File: src/rtl/mem_access_pkg.sv
// rtl/mem_access_pkg.sv - shared types, lane masks and size helpers for mem_access_unit
package mem_access_pkg;

  typedef enum logic [1:0] {
    SIZE_BYTE = 2'b00,
    SIZE_HALF = 2'b01,
    SIZE_WORD = 2'b10
  } size_t;

  typedef enum logic [1:0] {
    IDLE   = 2'b00,
    ACCESS = 2'b01,
    WRITE  = 2'b10,
    RESP   = 2'b11
  } state_t;

  localparam logic [31:0] LANE_BYTE_MASK = 32'h0000_00FF;
  localparam logic [31:0] LANE_HALF_MASK = 32'h0000_FFFF;

  // The reserved encoding 2'b11 behaves as a full word.
  function automatic size_t norm_size(input logic [1:0] s);
    return (s == 2'b11) ? SIZE_WORD : size_t'(s);
  endfunction

  // Byte offset inside the word once bits below the access size are dropped.
  function automatic logic [1:0] lane_offset(input size_t s, input logic [1:0] a);
    case (s)
      SIZE_BYTE: return a;
      SIZE_HALF: return {a[1], 1'b0};
      default:   return 2'b00;
    endcase
  endfunction

endpackage

File: src/rtl/mem_access_unit_load_align.sv
// rtl/mem_access_unit_load_align.sv - selects the addressed lane of a word and sign/zero extends it
module load_align
  import mem_access_pkg::*;
(
  input  logic [31:0] word,
  input  logic [1:0]  off,
  input  size_t       size,
  input  logic        is_unsigned,
  output logic [31:0] result
);

  logic [31:0] shifted;

  always_comb begin
    shifted = word >> {off, 3'b000};
    case (size)
      SIZE_BYTE: result = {{24{shifted[7] & ~is_unsigned}}, shifted[7:0]};
      SIZE_HALF: result = {{16{shifted[15] & ~is_unsigned}}, shifted[15:0]};
      default:   result = shifted;
    endcase
  end

endmodule

File: src/rtl/mem_access_unit.sv
// rtl/mem_access_unit.sv - load/store initiator with read-modify-write sub-word stores; optional MEM_ACCESS_MISALIGN_CHECK_EN
module mem_access_unit
  import mem_access_pkg::*;
#(
  parameter int ADDR_WIDTH = 64,
  parameter int DATA_WIDTH = 32
) (
  input  logic                  clk,
  input  logic                  rst,
  input  logic                  i_req_valid,
  output logic                  o_req_ready,
  input  logic                  i_req_we,
  input  logic [1:0]            i_req_size,
  input  logic                  i_req_unsigned,
  input  logic [ADDR_WIDTH-1:0] i_req_addr,
  input  logic [DATA_WIDTH-1:0] i_req_wdata,
  output logic                  o_resp_valid,
  output logic [DATA_WIDTH-1:0] o_resp_rdata,
  output logic                  o_resp_misaligned,
  output logic                  o_mem_we,
  output logic [ADDR_WIDTH-1:0] o_mem_addr,
  output logic [DATA_WIDTH-1:0] o_mem_wdata,
  input  logic [DATA_WIDTH-1:0] i_mem_rdata
);

  if (DATA_WIDTH != 32) begin : g_width_check
    $error("mem_access_unit supports DATA_WIDTH = 32 only");
  end

  state_t                  state_q, state_d;
  logic                    we_q, uns_q;
  size_t                   size_q, req_size;
  logic [1:0]              off_q;
  logic [ADDR_WIDTH-1:2]   addr_q;
  logic [DATA_WIDTH-1:0]   wdata_q, result_q, merge_q;
  logic [DATA_WIDTH-1:0]   load_word, lane_mask, merged;
  logic                    accept, req_mis;

  assign accept   = i_req_valid && o_req_ready;
  assign req_size = norm_size(i_req_size);

`ifdef MEM_ACCESS_MISALIGN_CHECK_EN
  logic mis_q;
  assign req_mis = ((req_size == SIZE_HALF) && i_req_addr[0]) ||
                   ((req_size == SIZE_WORD) && (i_req_addr[1:0] != 2'b00));
  assign o_resp_misaligned = (state_q == RESP) && mis_q && !rst;

  always_ff @(posedge clk) begin
    if (rst)         mis_q <= 1'b0;
    else if (accept) mis_q <= req_mis;
  end
`else
  assign req_mis           = 1'b0;
  assign o_resp_misaligned = 1'b0;
`endif

  load_align u_load_align (
    .word        (i_mem_rdata),
    .off         (off_q),
    .size        (size_q),
    .is_unsigned (uns_q),
    .result      (load_word)
  );

  // Sub-word merge: keep the captured word, overwrite only the addressed lane.
  always_comb begin
    lane_mask = ((size_q == SIZE_BYTE) ? LANE_BYTE_MASK : LANE_HALF_MASK) << {off_q, 3'b000};
    merged    = (merge_q & ~lane_mask) | ((wdata_q << {off_q, 3'b000}) & lane_mask);
  end

  always_ff @(posedge clk) begin
    if (rst) begin
      state_q  <= IDLE;
      we_q     <= 1'b0;
      uns_q    <= 1'b0;
      size_q   <= SIZE_BYTE;
      off_q    <= 2'b00;
      addr_q   <= '0;
      wdata_q  <= '0;
      result_q <= '0;
      merge_q  <= '0;
    end else begin
      state_q <= state_d;
      if (accept) begin
        we_q     <= i_req_we;
        uns_q    <= i_req_unsigned;
        size_q   <= req_size;
        off_q    <= lane_offset(req_size, i_req_addr[1:0]);
        addr_q   <= i_req_addr[ADDR_WIDTH-1:2];
        wdata_q  <= i_req_wdata;
        result_q <= '0;
      end
      if (state_q == ACCESS) begin
        if (we_q) merge_q  <= i_mem_rdata;
        else      result_q <= load_word;
      end
    end
  end

  always_comb begin
    state_d = state_q;
    case (state_q)
      IDLE:    if (accept) state_d = req_mis ? RESP : ACCESS;
      ACCESS:  state_d = (we_q && (size_q != SIZE_WORD)) ? WRITE : RESP;
      WRITE:   state_d = RESP;
      default: state_d = IDLE;
    endcase
  end

  assign o_req_ready  = (state_q == IDLE) && !rst;
  assign o_resp_valid = (state_q == RESP) && !rst;
  assign o_resp_rdata = result_q;
  assign o_mem_we     = !rst && (((state_q == ACCESS) && we_q && (size_q == SIZE_WORD)) ||
                                 (state_q == WRITE));
  assign o_mem_addr   = {addr_q, 2'b00};
  assign o_mem_wdata  = (size_q == SIZE_WORD) ? wdata_q : merged;

endmodule

File: config.mk
export PLATFORM = sky130hd
export DESIGN_NAME = mem_access_unit
export DESIGN_NICKNAME = d
export VERILOG_FILES = /design/src/rtl/mem_access_pkg.sv /design/src/rtl/mem_access_unit_load_align.sv /design/src/rtl/mem_access_unit.sv
export SDC_FILE = /design/constraint.sdc
export NUM_CORES = 1
export LEC_CHECK = 0
export CAP_MARGIN = 20
export CELL_PAD_IN_SITES_DETAIL_PLACEMENT = 1
export CELL_PAD_IN_SITES_GLOBAL_PLACEMENT = 1
export CORE_MARGIN = 2
export CORE_UTILIZATION = 33
export CTS_BUF_LIST = sky130_fd_sc_hd__clkbuf_4 sky130_fd_sc_hd__clkbuf_8
export DETAILED_ROUTE_END_ITERATION = 7
export PLACE_DENSITY = 0.82
export RECOVER_POWER = 25
export SLEW_MARGIN = 20
export SYNTH_ARGS = -nofsm -noshare
export SYNTH_HDL_FRONTEND = slang
export SYNTH_SLANG_ARGS = --single-unit
File: constraint.sdc
create_clock -name clk -period 2.5 [get_ports clk]
set_clock_uncertainty 0.1 [all_clocks]
set_input_delay 0.5 -clock clk [delete_from_list [all_inputs] [get_ports clk]]
set_output_delay 0.5 -clock clk [all_outputs]
set_load 0.01 [all_outputs]
==> qor.yml, run 1 <==
outcome:
  outcome: "complete, but fails checks"
  violations: "negative setup slack"
drt:
  vias_per_cell: 5.38
  first_iter_violations: 474
  ant_nets: 0
  wl_per_cell_microns: 21.5
  drt_wl_total_mm: 30.9
  dr_total_vias: 7750
  route.detailed.drc: 0
  dr.pass1.iters: 5
yosys:
  syn_inst: 872
  synth_area_sq_um: 7140
  async_flop_share_pct: 0
  yosysSeqAreaShare_pct: 46.5
  synth-edff-count: 0
  synth_area_per_cell_sq_um: 8.19
  synth_area_leaders: "dfxtp_1, nand2_1, a21oi_1"
  synth.top_cell.area_share_pct: 46.5
  ys_ff_latch: 166
  ys_types: 40
  synth_common_cells: "nand2_1, dfxtp_1, a21oi_1"
  synth_top_area_cell: "dfxtp_1"
  synth-main-ff-cell: "dfxtp_1"
  ys_warn_count: 0
  synth_most_common_cell: "nand2_1"
global_routing:
  grt_usage_pct: 25.2
  grt_start_max_net_pins: 82
  grt_pass1_wl_mm: 43.6
  antenna_found_initial: 0
  grt_remaining_overflow: 0
  grt_pass1_vias: 7805
power_and_ir_drop:
  ir_worst_vdd_mv: 0.397
  total_power_uw: 9570
  p_per_area_nw_per_um2: 862
  leakagePower_uw: 0.00409
worst_setup_path:
  cp_max_fo: 7
  rr_worst_depth: 7
  startpoint_type: "register"
  cp_common_cell: "buf_6"
  critPathArrivalTime_ps: 2050
  cp.required_ps: 1900
  regToRegSetupSlack_ps: 180
  endpoint: "o_mem_wdata[8]"
  critical_path.startpoint: "off_q[0]"
  r2r_end: "o_resp_rdata[10]"
  reg2reg_from: "state_q[1]"
  crit_chain: "buf_6 -> nor3_4 -> buf_6 -> buf_4 -> o31ai_2 -> mux2_4 -> buf_6"
  worstSetupEndpointType: "output pin"
  cpPeakStageDelay_ps: 390
  slowest_stage: "dfxtp_4"
  critPathKind: "reg -> out"
clock_network:
  clk_latency_ps: 460
  cts_root_buf: "clkbuf_8"
  clkTransAtPathRegs_ps: 90
  cts_hold_buf: 0
  cts_tree: "yes"
  cts_htree_levels: 4
  clk_path_buf_depth: 2
  cts.sinks: 166
  cts_buffers: 17
sta:
  layout_setup_ws_ps: -149
  fin_crit_sh_pct: 106
  hold_ws_ps: 238
  period_minus_slack_ps: 2650
  setup_violations: 11
  rsz0062_at_grt: "true"
  slew_violations: 0
  tightest_slew_ps: 917
  hold_viol: 0
  fmax_mhz: 378
  slew_headroom_pct: 38.7
floorplanning:
  ios: 267
  die_x_microns: 151
  rows: 53
  start_util_pct: 33.8
  dieArea_sq_um: 22800
  coreArea_sq_um: 21200
  die_y_microns: 151
layout:
  final_layout_size_suffix_gt1_share_pct: 18.7
  fin_nets: 1293
  area_growth_pct: 55.4
  n_antenna_cell: 0
  fin_util_pct: 52.5
placement:
  port_buffers: 263
  gp_congestion: 0.866
  dp_hpwl_mm: 20.1
flow_run:
  drv_cap: 0
hold_path:
  hold_path.class: "in -> reg"
==> cells by family (layout without fill, tap and decap cells) <==
logic type / Yosys count / after routing / share of synthesized area, %
muxes: 53 / 53 / 9.41
other: 1 / 3 / 0.0525
xor gates and xnor gates: 1 / 1 / 0.123
DFF: 166 / 166 / 46.5
adders and majority gates: 4 / 4 / 0.701
buffers and inverters: 75 / 366 / 4.68
and+or+nand+nor: 343 / 343 / 19.4
AOI/OAI and AO/OA: 229 / 229 / 19.1
==> worst min-delay path by stage <==
| stage | from | to | slack, ps | depth (start not counted) |
|---|---|---|---|---|
| after floorplan | merge_q[10] | merge_q[10] | 330 | 2 |
| after global placement | addr_q[9] | addr_q[9] | 340 | 2 |
| after detailed placement | addr_q[24] | addr_q[24] | 350 | 2 |
| after CTS | rst | uns_q | 220 | 2 |
| after global routing | rst | we_q | 230 | 2 |
| final | rst | uns_q | 240 | 2 |
==> timing repair <==
item	CTS	global route
gates cloned	2	0
pin swaps	6	11
endpoints found under the setup margin	34	34
buffers inserted	11	14
gates resized for setup	157	78
==> final cells by class <==
class / count / area, sq um
Fill cell: 2453 / 10100
Multi-Input combinational cell: 633 / 3750
Sequential cell: 166 / 3340
Timing Repair Buffer: 333 / 3240
Tap cell: 275 / 344
Clock buffer: 18 / 241
Clock inverter: 12 / 179
Inverter: 3 / 11.3
==> layout by cell type (no fill, tap or decap), types with 5 or more instances in the layout <==
master	Yosys	routed
nand2_1	287	287
clkdlybuf4s50_1	0	228
dfxtp_1	166	162
a21oi_1	143	143
buf_4	6	46
buf_6	2	26
nor2_1	27	24
o21ai_1	6	20
mux2_2	33	20
clkbuf_8	0	17
mux2_4	0	13
clkbuf_2	1	11
nor3_1	11	10
a221o_1	10	10
buf_2	11	10
a22oi_1	9	9
buf_12	0	9
o221ai_1	8	8
a221oi_1	8	8
mux4_2	8	8
mux2i_4	0	7
o21ai_2	0	7
o21ai_0	27	6
a221o_2	6	6
nor2b_1	6	5
==> worst max-delay path, delay by kind of cell, from the launching register on <==
kind | cells | cell delay, ps
AO/OA/AOI/OAI | 1 | 70
buffers and inverters | 4 | 560
flip-flops | 1 | 390
multiplexers | 1 | 280
AND/OR/NAND/NOR | 1 | 280
==> report_power, final <==
part | internal, uW | total (uW) | switching (uW)
Combinational | 1860 | 3890 | 2030
Clock | 1090 | 2170 | 1070
Sequential | 3140 | 3510 | 374
Total | 6090 | 9570 | 3480
==> registers in the layout (all words and copies together), names as in the netlist <==
register      cells
addr_q           62
merge_q          32
o_resp_rdata     32
wdata_q          32
off_q             2
size_q            2
state_q           2
uns_q             1
we_q              1
==> routing by layer <==
| layer | wire length (microns) | track usage [%] | up-vias |
|---|---|---|---|
| met3 | 2450 | 8.86 | 90 |
| li1 | - | - | 3536 |
| met2 | 15500 | 44.5 | 364 |
| met5 | 0 | 0 | - |
| met4 | 1190 | 9.02 | 0 |
| met1 | 11700 | 28.0 | 3760 |
==> stage by stage <==
stage	setup WS, ps	setup TNS [ps]	cells	area [sq um]
2_1_floorplan	391	0	874	7150
3_3_place_gp	77.2	0	1386	10300
3_5_place_dp	67.0	0	1386	10300
4_1_cts	-145	-474	1429	10900
5_1_grt	-222	-2360	1440	11100
6_report	-149	-1050	1440	11100
(Power assumes the default switching activity.)
==> run 2: changes to the inputs <==
--- a/config.mk
+++ b/config.mk
@@ -12,6 +12,7 @@
 export CORE_UTILIZATION = 33
 export CTS_BUF_LIST = sky130_fd_sc_hd__clkbuf_4 sky130_fd_sc_hd__clkbuf_8
 export DETAILED_ROUTE_END_ITERATION = 7
+export GPL_TIMING_DRIVEN = 1
 export PLACE_DENSITY = 0.82
 export RECOVER_POWER = 25
 export SLEW_MARGIN = 20
==> results of run 2 <==
Same layout as run 1: the final DEF is identical, and so are final timing and power.
==> run 3: changes to the inputs <==
--- a/config.mk
+++ b/config.mk
@@ -15,7 +15,6 @@
 export GPL_TIMING_DRIVEN = 1
 export PLACE_DENSITY = 0.82
 export RECOVER_POWER = 25
-export SLEW_MARGIN = 20
 export SYNTH_ARGS = -nofsm -noshare
 export SYNTH_HDL_FRONTEND = slang
 export SYNTH_SLANG_ARGS = --single-unit
==> results of run 3 <==
Same layout as run 1: the final DEF is identical, and so are final timing and power.
==> RTL change 1: new RTL, flow settings as in run 2 <==
The option `MEM_ACCESS_MISALIGN_CHECK_EN` is turned on by a define.
--- a/src/rtl/mem_access_unit.sv
+++ b/src/rtl/mem_access_unit.sv
@@ -1,2 +1,4 @@
 // rtl/mem_access_unit.sv - load/store initiator with read-modify-write sub-word stores; optional MEM_ACCESS_MISALIGN_CHECK_EN
+`define MEM_ACCESS_MISALIGN_CHECK_EN
+
 module mem_access_unit
Behaviour: not the same (a bounded check fails within 4 cycles, from zero or initial values and one cycle with rst high).
==> RTL change 1 against run 2 <==
- fmax increased by 6.8%
- routed wire length decreased by 5.6%
- area after synthesis increased by 1.1%
- critical path depth decreased by 2
- setup slack improved by 0.17 ns
- cell area increased by 0.71%
- first-iteration DRC count decreased by 35%
- total power decreased by 6.2%
- worst hold slack improved by 0.12 ns
- sequential share of layout area decreased by 0.067 points
- non-clock buffer count decreased by 2
- sequential cell count increased by 1
==> RTL change 1: results (changes against run 2) <==
Run status
  – Status: finished clean (was finished with violations)

Min path
  – Hold Startpoint: addr_q[57]$_SDFFE_PP0P_ (was rst)
  – Hold crit path type: flop to flop (was input port to flop)

Detailed routing
  – Met2 wire length: 14.7 mm (was 15.5 mm)
  – Metal3 WL: 2.17 mm (was 2.45 mm)
  – Vias: 7,536 (was 7,750)
  – Met1 Routed Length: 11.4 mm (was 11.7 mm)
  – Drt pass-1 iters: 4 (was 5)
  – Iter 0 DRT Violations: 308 (was 474)
  – Total Wirelength: 29.2 mm (was 30.9 mm)
  – Max Used Layer: met4 (unchanged)

GRT
  – GRT Total Usage: 24.4% (was 25.2%)
  – First-pass GRT wire length: 44.7 mm (was 43.6 mm)
  – Antenna violations before repair: 1 (was 0)
  – Largest net degree at the start of global routing: 94 (was 82)
  – Vias in the first global route: 7,925 (was 7,805)

Place
  – PortBufs: 264 (was 263)
  – Final HPWL DP: 20.5 mm (was 20.1 mm)
  – Gpl congestion: 0.841 (was 0.866)

Cells and area
  – Ratio of cells with drive above 1 in the final layout: 18.6% (was 18.7%)
  – FILL cells: 2,525 (was 2,453)
  – Nets@finish: 1,302 (was 1,293)

Timing
  – Worst Tran Pin Value: 1.08 ns (was 0.917 ns)

Worst setup path
  – R2R Path Start: state_q[0]$_SDFFE_PP0P_ (was state_q[1]$_SDFFE_PP0P_)
  – Worst EP arrival: 1.88 ns (was 2.05 ns)
  – Crit path max-delay cell type: dfxtp_4 (unchanged)
  – Worst-path maximum fanout: 6 (was 7)
  – Worst path top cell family by delay: multiplexers (was buffers and inverters)

Power
  – Leak pwr: 4.11 nW (was 4.09 nW)
  – Peak supply drop: 414 uV (was 397 uV)
  – Int Power: 5.85 mW (was 6.09 mW)

Yosys
  – Seq/Total Area, Yosys: 46.3% (was 46.5%)
  – Top post-synthesis cells by area: dfxtp_1 (46%), nand2_1 (15%), a21oi_1 (10%), mux2_2 (5.1%), mux4_2 (2.5%) (was dfxtp_1 (47%), nand2_1 (15%), a21oi_1 (10%), mux2_2 (5.2%), mux4_2 (2.5%))
  – Synth top cells by count: nand2_1 (286), dfxtp_1 (167), a21oi_1 (147), clkbuf_1 (41), mux2_2 (33) (was nand2_1 (287), dfxtp_1 (166), a21oi_1 (143), clkbuf_1 (45), mux2_2 (33))
  – Post-Synth Adder-Cell Area: 0.866% (was 0.701%)
  – Compound-Gate Fraction of Synth Area: 19.3% (was 19.1%)
  – Mux cell area share after synthesis: 9.16% (was 9.41%)
  – Ys flop type: dfxtp_1 (unchanged)
  – Yosys cell types: 42 (was 40)
  – Synth Area in XOR/XNOR: 0.121% (was 0.123%)

Clock tree
  – Longest Clk Path Bufs: 2 (unchanged)
  – Worst skew pair latency: 0.44 ns (was 0.46 ns)
RTL change 1: final timing paths:
kind	to	slack (ns)	depth (start not counted)
worst min register to register	addr_q[57]$_SDFFE_PP0P_	0.36	2
worst max-delay path	o_mem_wdata[14]	0.02	5
worst max register to register	addr_q[7]$_SDFFE_PP0P_	0.10	6
worst min-delay path	addr_q[57]$_SDFFE_PP0P_	0.36	2
RTL change 1: kinds of logic after synthesis:
group | after synthesis
and+or+nand+nor | 348
AOI/OAI and AO/OA | 234
DFF | 167
buffers and inverters | 76
muxes | 52
adders and majority gates | 5
other | 1
xor gates and xnor gates | 1
RTL change 1: metrics by stage:
stage	worst slack (ns)	std cells	instance area (um^2)
after floorplan	0.391	885	7230
after global placement	0.0532	1406	10300
after detailed placement	0.0253	1406	10300
after CTS	-0.129	1449	11200
after global routing	-0.0717	1453	11200
final	0.0194	1453	11200
RTL change 1: layout make-up:
class                      count  area, um^2  share of cell area [%]
tap                          280         350                    3.13
clock buffer                  18         241                    2.16
antenna                        1        2.50                  0.0224
multi-input combinational    642        3820                    34.2
sequential                   167        3350                    30.0
timing repair buffer         331        3230                    28.9
clock inverter                11         174                    1.56
inverter                       3        11.3                   0.101
RTL change 1: tightest hold or removal path, delay by kind of cell (launching register included):
kind,cells,cell delay (ns)
compound gates,1,0.05
simple gates,1,0.05
flops,1,0.32
RTL change 1: metal layers:
metal / vias up / track usage (%)
met5: - / 0
met4: 0 / 8.50
met3: 56 / 7.99
met2: 265 / 43.0
met1: 3651 / 27.7
li1: 3564 / -
RTL change 1: timing repair:
item / 4_1_cts / 5_1_grt
cloned: 2 / 1
gates resized for setup: 213 / 39
pin swaps: 8 / 13
buffers inserted: 13 / 3
hold endpoints to repair: 0 / 0
setup endpoints to repair: 35 / 34
RTL change 1: power by group through the flow:
stage	clock network, mW	logic (mW)	registers, mW
6_report	2.11	3.45	3.42
5_1_grt	2.29	3.73	3.47
4_1_cts	2.18	3.47	3.42
3_5_place_dp	0	3.29	3.45
3_3_place_gp	0	3.22	3.42
2_1_floorplan	0	1.47	3.53
==> RTL change 2: new RTL, flow settings as in run 2 <==
Made on the original files. Re-encode `state_t` (4 states) as Gray code, 2 bits wide.
--- a/src/rtl/mem_access_pkg.sv
+++ b/src/rtl/mem_access_pkg.sv
@@ -12,4 +12,4 @@
     ACCESS = 2'b01,
-    WRITE  = 2'b10,
-    RESP   = 2'b11
+    WRITE  = 2'b11,
+    RESP   = 2'b10
   } state_t;
Function: same outputs for any inputs over 4 cycles, from zero or initial values and one cycle with rst high; so few cycles prove little.
==> RTL change 2 against run 2 <==
- the flow still finishes with violations (setup timing)
- area after synthesis decreased by 1.5%
- routed wire length decreased by 11%
- cell area decreased by 3.6%
- setup slack improved by 0.082 ns
- count of clock-buffer cells in the layout increased by 1
- sequential cell count unchanged
- highest routed layer is now met5
- worst hold slack improved by 0.066 ns
Power is not compared: it rests on default switching activity, and its combinational part moved more than twofold at a synthesized area within 25%.
==> RTL change 2: results (changes against run 2) <==
GRT
  – GRT met3 Usage: 6.62% (was 8.86%)
  – Vias in the first global route: 7,865 (was 7,805)
  – Largest net degree at the start of global routing: 134 (was 82)
  – GRT Total Usage: 24.2% (was 25.2%)
  – Met1 usage: 29.3% (was 28.0%)
  – Antenna violations before repair: 1 (was 0)
  – Grt met2 use: 40.8% (was 44.5%)

Timing
  – Worst Tran Pin Value: 1.33 ns (was 0.917 ns)
  – Worst setup margin: -0.0669 ns (was -0.149 ns)
  – Final setup violation count: 10 (was 11)

Detailed routing
  – Total Wirelength: 27.5 mm (was 30.9 mm)
  – Met2 wire length: 13.5 mm (was 15.5 mm)
  – Iter 0 DRT Violations: 348 (was 474)
  – Met1 Routed Length: 11.4 mm (was 11.7 mm)
  – Vias: 7,406 (was 7,750)
  – Metal3 WL: 1.77 mm (was 2.45 mm)
  – Max Used Layer: met5 (was met4)

Place
  – Final HPWL DP: 19.9 mm (was 20.1 mm)

Run status
  – Status: finished with violations (unchanged)
  – Violated checks: setup timing (unchanged)

Clock tree
  – Post_cts resized: 178 (was 157)

Yosys
  – Top post-synthesis cells by area: dfxtp_1 (47%), nand2_1 (16%), a21oi_1 (11%), mux2i_1 (4.7%), mux2_2 (4.0%) (was dfxtp_1 (47%), nand2_1 (15%), a21oi_1 (10%), mux2_2 (5.2%), mux4_2 (2.5%))
  – Seq/Total Area, Yosys: 47.2% (was 46.5%)

Cells and area
  – Nets@finish: 1,282 (was 1,293)
  – FILL cells: 2,501 (was 2,453)
  – Ratio of cells with drive above 1 in the final layout: 14.8% (was 18.7%)

Worst setup path
  – Worst EP arrival: 1.97 ns (was 2.05 ns)
  – Max stage delay on crit path: 0.37 ns (was 0.39 ns)
  – Worst-path maximum fanout: 5 (was 7)
  – Worst path top cell family by delay: multiplexers (was buffers and inverters)
RTL change 2: path summary, 6_finish.rpt:
path | from | to | slack (ns) | cells past startpoint
worst min-delay path | rst | o_resp_rdata[3]$_SDFF_PP0_ | 0.30 | 2
worst min register to register | addr_q[43]$_SDFFE_PP0P_ | addr_q[43]$_SDFFE_PP0P_ | 0.36 | 2
worst max register to register | state_q[1]$_SDFFE_PP0P_ | wdata_q[12]$_SDFFE_PP0P_ | 0.19 | 6
worst max-delay path | size_q[0]$_SDFFE_PP0P_ | o_mem_wdata[13] | -0.07 | 6
RTL change 2: area by class of cell:
| type | instances | area [um^2] | share of cell area, % |
|---|---|---|---|
| Multi-Input combinational cell | 637 | 3540 | 33.1 |
| Clock buffer | 19 | 262 | 2.44 |
| Tap cell | 275 | 344 | 3.22 |
| Timing Repair Buffer | 317 | 3080 | 28.7 |
| Sequential cell | 166 | 3330 | 31.2 |
| Clock inverter | 12 | 118 | 1.10 |
| Inverter | 8 | 30.0 | 0.281 |
RTL change 2: stage by stage:
stage / util [%] / std cells / hold WS, ns / instance area [um^2] / TNS (ns)
after floorplan: - / 886 / 0.333 / 7040 / 0
after global placement: 48.5 / 1398 / 0.341 / 10200 / -1.48
after detailed placement: 48.5 / 1398 / 0.348 / 10200 / -1.74
after CTS: 50.9 / 1433 / 0.279 / 10700 / -0.603
after global routing: 51.1 / 1434 / 0.289 / 10700 / -1.17
final: 51.1 / 1434 / 0.304 / 10700 / -0.266
RTL change 2: kinds of logic (layout without fill, tap and decap cells):
group,count (synthesis),after routing,share of synthesized area [%]
mux,59,59,9.02
xor+xnor,1,1,0.125
flops,166,166,47.2
compound gates,226,226,18.8
buf+inv,83,356,4.85
other cells,1,3,0.0533
simple gates,348,348,19.9
